--- src/rtl/queue_reader_pkg.sv ---
// Shared definitions for the Hough line-candidate queue drain path.
package queue_reader_pkg;

    // Field widths shared with the candidate queue.
    localparam int unsigned RMsb     = 11;
    localparam int unsigned PhiMsb   = 7;
    localparam int unsigned LinesMsb = 2;

    // Default lane-plausible angle window, both bounds inclusive.
    localparam logic [PhiMsb:0] PhiLoDefault = 8'd20;
    localparam logic [PhiMsb:0] PhiHiDefault = 8'd160;

    localparam int unsigned MaxLinesDefault = 4;

    typedef enum logic [2:0] {
        StIdle  = 3'd0,
        StLoad  = 3'd1,
        StPop   = 3'd2,
        StOut   = 3'd3,
        StFlush = 3'd4,
        StDone  = 3'd5
    } state_e;

    // Saturating 8-bit increment for event counters.
    function automatic logic [7:0] sat_inc8(input logic [7:0] v);
        return (v == 8'hFF) ? v : v + 8'd1;
    endfunction

endpackage

--- src/rtl/phi_window.sv ---
// Combinational inclusive range check on an unsigned angle.
module phi_window #(
    parameter int unsigned      Width = 8,
    parameter logic [Width-1:0] Lo    = '0,
    parameter logic [Width-1:0] Hi    = '1
) (
    input  logic [Width-1:0] phi_i,
    output logic             in_range_o
);

    assign in_range_o = (phi_i >= Lo) && (phi_i <= Hi);

endmodule

--- src/rtl/queue_reader.sv ---
// Drains the line-candidate queue, forwards in-window lines, flushes the rest.
module queue_reader
    import queue_reader_pkg::*;
#(
    parameter int unsigned      msb_r     = RMsb,
    parameter int unsigned      msb_phi   = PhiMsb,
    parameter logic [msb_phi:0] phi_lo    = PhiLoDefault,
    parameter logic [msb_phi:0] phi_hi    = PhiHiDefault,
    parameter int unsigned      max_lines = MaxLinesDefault,
    parameter int unsigned      msb_lines = LinesMsb
) (
    input  logic               clk,
    input  logic               reset,
    input  logic               frame_start,
    input  logic               frame_end,
    input  logic               queue_empty,
    input  logic [msb_r:0]     r_in,
    input  logic [msb_phi:0]   phi_in,
    output logic               q_pop,
    output logic               line_valid,
    input  logic               line_ready,
    output logic [msb_r:0]     r_out,
    output logic [msb_phi:0]   phi_out,
    output logic [msb_lines:0] line_cnt,
    output logic [7:0]         drop_cnt,
    output logic               busy,
    output logic               frame_done
);

    localparam logic [msb_lines:0] LineLimit = max_lines[msb_lines:0];

    state_e             state_q;
    logic [msb_r:0]     r_q;
    logic [msb_phi:0]   phi_q;
    logic [msb_lines:0] line_cnt_q;
    logic [msb_lines:0] line_cnt_inc;
    logic [7:0]         drop_cnt_q;
    logic               fe_seen_q;
    logic               line_valid_q;
    logic               busy_q;
    logic               frame_done_q;
    logic               in_win;

    phi_window #(
        .Width (msb_phi + 1),
        .Lo    (phi_lo),
        .Hi    (phi_hi)
    ) u_phi_window (
        .phi_i      (phi_q),
        .in_range_o (in_win)
    );

    assign line_cnt_inc = line_cnt_q + 1'b1;

    // Pop must track queue_empty in the same cycle, so it is decoded rather than registered.
    assign q_pop = (state_q == StPop) | ((state_q == StFlush) & ~queue_empty);

    assign line_valid = line_valid_q;
    assign r_out      = r_q;
    assign phi_out    = phi_q;
    assign line_cnt   = line_cnt_q;
    assign drop_cnt   = drop_cnt_q;
    assign busy       = busy_q;
    assign frame_done = frame_done_q;

    // Frame FSM with capture registers, counters and registered status outputs.
    always_ff @(posedge clk) begin
        if (reset) begin
            state_q      <= StIdle;
            r_q          <= '0;
            phi_q        <= '0;
            line_cnt_q   <= '0;
            drop_cnt_q   <= '0;
            fe_seen_q    <= 1'b0;
            line_valid_q <= 1'b0;
            busy_q       <= 1'b0;
            frame_done_q <= 1'b0;
        end else begin
            frame_done_q <= 1'b0;
            if ((state_q != StIdle) && frame_end) begin
                fe_seen_q <= 1'b1;
            end
            unique case (state_q)
                StIdle: begin
                    if (frame_start) begin
                        state_q    <= StLoad;
                        line_cnt_q <= '0;
                        drop_cnt_q <= '0;
                        // A coincident frame_end belongs to the frame being started.
                        fe_seen_q  <= frame_end;
                        busy_q     <= 1'b1;
                    end
                end
                StLoad: begin
                    if (!queue_empty) begin
                        r_q     <= r_in;
                        phi_q   <= phi_in;
                        state_q <= StPop;
                    end else if (fe_seen_q || frame_end) begin
                        state_q      <= StDone;
                        frame_done_q <= 1'b1;
                    end
                end
                StPop: begin
                    if (in_win) begin
                        state_q      <= StOut;
                        line_valid_q <= 1'b1;
                    end else begin
                        drop_cnt_q <= sat_inc8(drop_cnt_q);
                        state_q    <= StLoad;
                    end
                end
                StOut: begin
                    if (line_ready) begin
                        line_valid_q <= 1'b0;
                        line_cnt_q   <= line_cnt_inc;
                        state_q      <= (line_cnt_inc == LineLimit) ? StFlush : StLoad;
                    end
                end
                StFlush: begin
                    if (!queue_empty) begin
                        drop_cnt_q <= sat_inc8(drop_cnt_q);
                    end else if (fe_seen_q) begin
                        state_q      <= StDone;
                        frame_done_q <= 1'b1;
                    end
                end
                StDone: begin
                    state_q <= StIdle;
                    busy_q  <= 1'b0;
                end
                default: begin
                    state_q <= StIdle;
                end
            endcase
        end
    end

endmodule
--- config.mk ---
export PLATFORM = sky130hd
export DESIGN_NAME = queue_reader
export DESIGN_NICKNAME = d
export VERILOG_FILES = /design/src/rtl/queue_reader_pkg.sv /design/src/rtl/phi_window.sv /design/src/rtl/queue_reader.sv
export SDC_FILE = /design/constraint.sdc
export NUM_CORES = 1
export LEC_CHECK = 0
export ABC_CLOCK_PERIOD_IN_PS = 2000
export CAP_MARGIN = 5
export CORE_ASPECT_RATIO = 1.1
export CORE_MARGIN = 2
export CORE_UTILIZATION = 45
export DETAILED_ROUTE_END_ITERATION = 10
export PLACE_DENSITY = 0.79
export SETUP_SLACK_MARGIN = 0.2
export SYNTH_ARGS = -nofsm -noshare
export SYNTH_HDL_FRONTEND = slang
export SYNTH_SLANG_ARGS = --single-unit
--- constraint.sdc ---
create_clock -name clk -period 2 [get_ports clk]
set_input_delay 0.2 -clock clk [delete_from_list [all_inputs] [get_ports clk]]
set_output_delay 0.2 -clock clk [all_outputs]
set_load 0.02 [all_outputs]
; ---- Word level (Yosys, flattened, before mapping)
; Cells that the tools add are included.
[classes]
addsub = 2
n_reduce_logical = 15
bitwise = 3
n_lt_le_gt_ge = 2
n_mux = 30
eq_ne = 15
[ops]
columns = operator, n
row1 = 8-bit two-way mux, 4
row2 = 3-bit two-way mux, 9
row3 = 8-bit case mux with 3 select lines, 1
row4 = 3-bit case mux with 5 select lines, 1
row5 = 2-bit inequality test (second input constant), 7
row6 = 1-bit two-way mux, 10
row7 = 3-bit == test (second input constant), 3
row8 = 8-bit by 1-bit adder with 8-bit output (second input constant), 1
row9 = 8-bit == test (second input constant), 1
row10 = 8-bit by 5-bit >= comparator with 1-bit output (second input constant), 1
row11 = 8-bit <= comparator (second input constant), 1
row12 = 3-bit by 2-bit == test with 1-bit output (second input constant), 2
row13 = 1-bit case mux with 2 select lines, 3
row14 = 3-bit case mux with 2 select lines, 1
row15 = 3-bit AND reduction, 2
row16 = 2-bit nonzero test, 3
row17 = 3-bit nonzero test, 2
row18 = 5-bit AND reduction, 1
row19 = 2-bit AND reduction, 2
row20 = 4-bit AND reduction, 1
row21 = 3-bit by 1-bit adder with 3-bit output (second input constant), 1
row22 = 3-bit by 1-bit == test with 1-bit output (second input constant), 1
row23 = 3-bit logical NOT, 1
row24 = 3-bit inequality test (second input constant), 1
row25 = other kinds (6), 7
[totals]
output_inout_bits = 35
elab_cells = 76
inputBits = 26
ff_bits = 38

; ---- Depth between registers and ports, before layout
; Gate-level depths: netlist of run 1.
[depth]
ltp_word = 5
depth_mapped = 7
ltp_nobuf = 6

; ---- Cells and area by module
; A second synthesis of run 1 with hierarchy kept.
[hier_totals]
hier_cells = 237
hier_area_um2 = 1880.6
[by_module_without_submodules]
columns = mod, cells_per_inst, area_per_inst_um2, instances
row1 = queue_reader, 230, 1836.8, 1
row2 = phi_window, 7, 43.8, 1

; ---- Worst setup path after synthesis of run 1
; OpenSTA, ideal clock, no wires.
[synth_timing]
path_kind = reg2reg
startpoint = reg drop_cnt_q[0], in the netlist drop_cnt[0]
endpoint = reg drop_cnt_q[3], in the netlist drop_cnt[3]
path_stages_with_launch = 7
slack_ps = 112
path_buffers = 0
synth_period_minus_slack_ps = 1888
arrival_time_ps = 1792
cell_sequence = dfxtp_1 -> ha_1 -> and3_1 -> and2_1 -> nor3b_2 -> or3_4 -> o41ai_2
[synth_between]
elab_chain_cells = 4
[synth_rtl]
columns = item, line
row1 = from (decl), queue_reader.sv:37  ; logic [7:0] drop_cnt_q;
row2 = from (signal assigned), queue_reader.sv:109  ; drop_cnt_q <= sat_inc8(drop_cnt_q);
row3 = from (signal assigned), queue_reader.sv:122  ; drop_cnt_q <= sat_inc8(drop_cnt_q);
row4 = 8-bit by 1-bit adder with 8-bit output or 8-bit == test (tied branches), queue_reader_pkg.sv:26  ; return (v == 8'hFF) ? v : v + 8'd1;
row5 = 8-bit two-way mux (*), queue_reader_pkg.sv:26
row6 = 8-bit two-way mux (on tied branches), "queue_reader.sv:121, queue_reader.sv:105"
row7 = 8-bit case mux with 3 select lines (*), queue_reader.sv:83  ; unique case (state_q)
; Every way passes the cells marked *; elsewhere a longest branch is shown, timed or not. The select of a mux whose other input is x is not followed.
; A chain may end at the register's enable or synchronous reset.

; ---- Worst setup path in the final report of run 1
[layout_timing]
startpoint = reg drop_cnt_q[0], in the netlist drop_cnt[0]
endpoint = reg drop_cnt_q[2], in the netlist drop_cnt[2]
; Same word-level chain as after synthesis.

==> out/qor.yml, run 1 <==
cp_top_family: "simple AND/OR/NAND/NOR gates"
mappedNetlistArea_sq_mm: 0.001780
drt-total-wl_um: 4657
synth_area_per_cell_sq_um: 7.843
postRouteAntennaNets: 0
cp_max_fo: 7
grt_max_degree: 26
synthXorXnorAreaFrac: 0.009838
dp.final_hpwl_um: 3221
yosys-mux-area-fraction: 0.01757
htree_num_levels: 2
clk_path_buf_depth: 2
use_met1: 0.2556
fillers: 300
synth-edff-count: 0
power.leakage_nw: 0.9713
startpoint_type: "flip-flop"
cp-startpoint: "drop_cnt[0]"
grt.total_usage: 0.2092
ys_seq_area_frac: 0.4273
fin_crit_sh: 0.8810
synth_compound_area_frac: 0.2221
synth_fp_nets: 256
synth_flop_cell: "dfxtp_1"
peakVddDrop_mv: 0.4047
clockRootBuffer: "clkbuf_8"
antenna_found_initial: 0
min_period_ns: 1.762
fp-row-count: 23
power-per-cell-area_mw_per_mm2: 700.4
die_h_um: 69.97
reg2reg_from: "drop_cnt[0]"
min_from: "r_out[1]"
hold_buffers: 0
final_core_utilization: 0.7165
yosys.area.top_type: "dfxtp_1"
drtIter0Drc: 134
die-area_sq_mm: 0.004476
yosys_warnings: 0
fin_nets: 325
crit_type: "flip-flop to flip-flop"
synth_top_family_by_area: "simple AND/OR/NAND/NOR gates"
dp_cells: 338
clkTransAtPathRegs_ns: 0.08
min_path_type: "flip-flop to flip-flop"
synth.distinct_cells: 44
status: "completed"
syn_inst: 227
yosys.area_share.simple: 0.2621
gp_congestion: 0.8677
drv_slew: 0
syn_to_final_growth_pct: 49.40
slowest_delay_ns: 0.37
final_common_cell: "clkdlybuf4s50_1"
drc: 0
critical_path.slowest_cell: "dfxtp_4"
worstPathCellList: "ha_2 > and3_4 > and2_4 > nor3b_4 > buf_4 > o311ai_2 > o41ai_2"
grt_pass1_vias: 1751
wire_per_inst_um: 13.42
port_buffers: 60
clk_latency_ns: 0.28
grt_util_met2: 0.3507
grt_first_pass_wirelength_um: 7679
cts_tree: "yes"
dieWidth_um: 63.98
post_layout_nonfiller_instances: 347
synth_top_area_frac: 0.4273
final_cell_mix: "59 x clkdlybuf4s50_1, 50 x nand2_1, 35 x dfxtp_1"
setup_viol: 0
end_kind: "flip-flop"
dr.pass1.iters: 4
clkSinkCount: 38
vias_per_cell: 5.395
path_buf_inv: 1
globalRoute.busiestLayer: "met2"
finClkSkew_ns: 0.005034
use_met3: 0.05153
netlist_top_cells_area: "dfxtp_1 43%, nand2_1 11%, a21oi_1 9.3%, nor3_1 2.8%, clkbuf_1 2.3%"
start_util: 0.4796
num_vias: 1872
slew-limit-headroom: 0.7272
fmax_ghz: 0.5675
antenna_cells: 0
async_reset_ff_frac: 0
pre_cts_ws_ns: -0.07585
ys_ff_latch: 38
synthAdderAreaFrac: 0.02108
pin_count: 61
maxCapViolCount: 0
cts_buffers: 5
rsz0062_at_grt: "true"
setup_ws_ns: 0.2380
worst_pin_slew_ns: 0.4087
drive_gt1_frac: 0.1414
finalHoldViolations: 0
crit_required_ns: 2.17
worstPathArrival_ns: 1.93
gr-total-overflow: 0
p_total_mw: 1.863
core-area_sq_mm: 0.003712
## worst register-to-register path, cell delays in order, from the launching register on
cell	delay [ns]
dfxtp_4	0.37
ha_2	0.20
and3_4	0.19
and2_4	0.17
nor3b_4	0.17
buf_4	0.15
o311ai_2	0.28
o41ai_2	0.12
## layer usage
metal | part of all wire | vias up
met2 | 0.50 | 73
met5 | 0 | -
met3 | 0.068 | 4
met4 | 0.0062 | 0
li1 | - | 938
met1 | 0.42 | 857
## what timing repair did
item	in CTS	in global routing
resized for setup	7	7
setup endpoints to repair	6	6
setup buffers	1	0
pin swaps	2	2
hold endpoints to repair	0	0
## area by class of cell
| class | count | area (sq um) | area share |
|---|---|---|---|
| sequential | 38 | 767.0 | 0.2883 |
| timing repair buffer | 74 | 704.4 | 0.2648 |
| clock buffer | 6 | 82.58 | 0.03104 |
| clock inverter | 2 | 12.51 | 0.004704 |
| tap | 50 | 62.56 | 0.02352 |
| inverter | 7 | 26.28 | 0.009878 |
| multi-input combinational | 170 | 1005 | 0.3777 |
## synth_stat cells, drive strengths merged, types with 4 or more instances
cell,count
nor3,10
a21oi,34
o21ai,9
clkbuf,11
inv,7
nand2,50
a31oi,4
nand3,4
nor2,11
dfxtp,38
## report_power, final
group / internal (mW) / switching (mW)
registers: 0.801 / 0.0431
logic: 0.223 / 0.247
clock network: 0.277 / 0.272
total: 1.30 / 0.562
## flip-flops by register name, summed over array words and instances (netlist names), 3 cells and up
register,count
drop_cnt,8
line_cnt,3
phi_out,8
r_out,12
state_q,3
## through the flow
step / cell area (sq um) / hold WS, ns / TNS [ns]
floorplan: 1785 / 0.3360 / 0
global placement: 2506 / 0.4413 / -0.02906
detailed placement: 2506 / 0.4472 / -0.1624
CTS: 2628 / 0.4456 / 0
global route: 2660 / 0.4543 / 0
finish: 2660 / 0.4546 / 0
## final timing paths
path	to	slack, ns	cells past startpoint
setup / recovery	drop_cnt[2]	0.24	7
hold / removal	r_out[1]	0.45	2
setup reg to reg	drop_cnt[2]	0.24	7
hold reg to reg	r_out[1]	0.45	2
## cells by family (layout without fill, tap and decap cells)
group,count (synthesis),count (layout)
buffers and inverters,19,89
flip-flops,38,38
XOR/XNOR,2,2
AO/OA/AOI/OAI,64,64
AND/OR/NAND/NOR,98,98
multiplexers,3,3
adder cells (fa/ha/maj),3,3
Note: power is estimated with default switching activity, not from simulation.
==> run 2: changes to the inputs <==
--- a/config.mk
+++ b/config.mk
@@ -9,9 +9,10 @@
 export CAP_MARGIN = 5
 export CORE_ASPECT_RATIO = 1.1
 export CORE_MARGIN = 2
-export CORE_UTILIZATION = 45
+export CORE_UTILIZATION = 61
 export DETAILED_ROUTE_END_ITERATION = 10
-export PLACE_DENSITY = 0.79
+export DONT_BUFFER_PORTS = 1
+export PLACE_DENSITY = 0.77
 export SETUP_SLACK_MARGIN = 0.2
 export SYNTH_ARGS = -nofsm -noshare
 export SYNTH_HDL_FRONTEND = slang
==> out/qor.yml, run 2 (synthesis results as in run 1) <==
end_kind: "flip-flop"
drv_slew: 0  # unchanged
drtIter0Drc: 77  # -43%
dp_cells: 264  # -22%
crit_required_ns: 2.28  # +0.11 ns
fmax_ghz: 0.5747  # +1.3%
die_h_um: 60.66  # -13%
worstPathArrival_ns: 2.02  # +0.09 ns
final_common_cell: "nand2_1"
min_period_ns: 1.740  # -0.02191 ns
clockRootBuffer: "clkbuf_4"
port_buffers: 0  # -100%
min_path_type: "input pin to flip-flop"
power-per-cell-area_mw_per_mm2: 779.3  # +11%
fin_crit_sh: 0.8700  # -0.01095
final_core_utilization: 0.8302  # +0.1136
pin_count: 61  # unchanged
cts_buffers: 5  # unchanged
path_buf_inv: 0  # -1
cp_top_family: "simple AND/OR/NAND/NOR gates"
postRouteAntennaNets: 0  # unchanged
cts_tree: "yes"
clk_latency_ns: 0.37  # +0.09 ns
dieWidth_um: 55.51  # -13%
min_from: "reset"
antenna_cells: 0  # unchanged
worstRegToRegCells: 5  # -2
timing.rr.end: "drop_cnt[3]"
gr-total-overflow: 0  # unchanged
p_total_mw: 1.797  # -3.6%
dp.final_hpwl_um: 2837  # -12%
pre_cts_ws_ns: 0.1459  # +0.2217 ns
setup_ws_ns: 0.2599  # +0.02191 ns
htree_num_levels: 2  # unchanged
violations: "hold timing"
critical_path.slowest_cell: "or3_4"
dr.pass1.iters: 6  # +2
drt-total-wl_um: 4927  # +5.8%
die-area_sq_mm: 0.003367  # -25%
min_path_cells: 3  # +1
crit_type: "flip-flop to flip-flop"
start_util: 0.6410  # +0.1614
maxCapViolCount: 0  # unchanged
vias_per_cell: 6.203  # +15%
power.leakage_nw: 0.8652  # -11%
wire_per_inst_um: 16.65  # +24%
num_vias: 1836  # -1.9%
clk_path_buf_depth: 2  # unchanged
core-area_sq_mm: 0.002778  # -25%
fp-row-count: 20  # -13%
reg2reg_from: "state_q[2]"
grt_first_pass_wirelength_um: 7617  # -0.81%
gp_congestion: 0.8542  # -1.6%
setup_viol: 0  # unchanged
slowest_delay_ns: 0.44  # +0.07 ns
clkSinkCount: 38  # unchanged
grt_pass1_vias: 1789  # +2.2%
hold_path_end: "drop_cnt[4]"
rsz0062_at_grt: "true"
reg2reg_slack_ns: 0.26  # +0.02 ns
syn_to_final_growth_pct: 29.51
startpoint_type: "flip-flop"
grt_max_degree: 37  # +42%
worstPathCellList: "or3b_4 > a21oi_4 > o21ai_4 > or3_4 > o41ai_2"
fin_tns_setup_ns: 0  # unchanged
finClkSkew_ns: 0.004859  # -0.0001750 ns
drive_gt1_frac: 0.1901  # +0.04870
antenna_found_initial: 0  # unchanged
fin_nets: 291  # -10%
worst_pin_slew_ns: 0.6528  # +0.2441 ns
peakVddDrop_mv: 0.6524  # +61%
status: "complete, but fails checks"
slew-limit-headroom: 0.5648  # -0.1624
place_area_sq_mm: 0.001907  # -24%
drc: 0  # unchanged
finalHoldViolations: 1  # +1
final_cell_mix: "49 x nand2_1, 34 x dfxtp_1, 32 x a21oi_1"
clkTransAtPathRegs_ns: 0.12  # +0.04 ns
largest_register_ffs: 12  # unchanged
stdcell_area_sq_mm: 0.002306  # -13%
cp_max_fo: 8  # +1
whs_ns: -0.008323  # -0.4629 ns
post_layout_nonfiller_instances: 296  # -15%
grt.total_usage: 0.2915  # +0.08229
## run 2: where the power goes
group	internal (mW)	switching [mW]
sequential	0.802	0.0649
combinational	0.165	0.221
clock	0.262	0.281
total	1.23	0.567
## run 2: cell type report
type                            count  area (sq um)
Clock buffer                        5         37.54
Timing Repair Buffer               39         359.1
Tap cell                           33         41.29
Clock inverter                      3         45.04
Inverter                            7         26.28
Fill cell                         174         471.7
Multi-Input combinational cell    171          1031
Sequential cell                    38         765.7
## run 2: how the worst max path moves through the flow
stage,cells past startpoint,from,slack [ns],end
final,5,state_q[2],0.26,drop_cnt[3]
after global routing,6,state_q[1],0.18,drop_cnt[0]
after CTS,5,state_q[0],0.20,drop_cnt[3]
after detailed placement,6,drop_cnt[0],0.15,drop_cnt[2]
after global placement,6,drop_cnt[0],0.22,drop_cnt[3]
after floorplan,6,drop_cnt[0],0.20,drop_cnt[3]
## run 2: metal layers
metal  GRT usage  wire (um)  vias up
met5           0          0        -
met4      0.1777        149        0
met3     0.09382        352       24
met2      0.5425       2557      108
met1      0.2889       1868      834
li1            -          -      870
## run 2: timing repair
item | CTS | global route
pin swaps | 3 | 3
endpoints found under the hold margin | 36 | 0
buffers inserted | 2 | 0
hold buffers | 21 | 0
resized for setup | 10 | 6
gates cloned | 1 | 0
setup endpoints to repair | 4 | 12
## run 2: worst reg2reg max path, stage by stage, from the launching register on
cell and delay, ns:
dfxtp_2 0.35, or3b_4 0.39, a21oi_4 0.17, o21ai_4 0.11
or3_4 0.44, o41ai_2 0.20
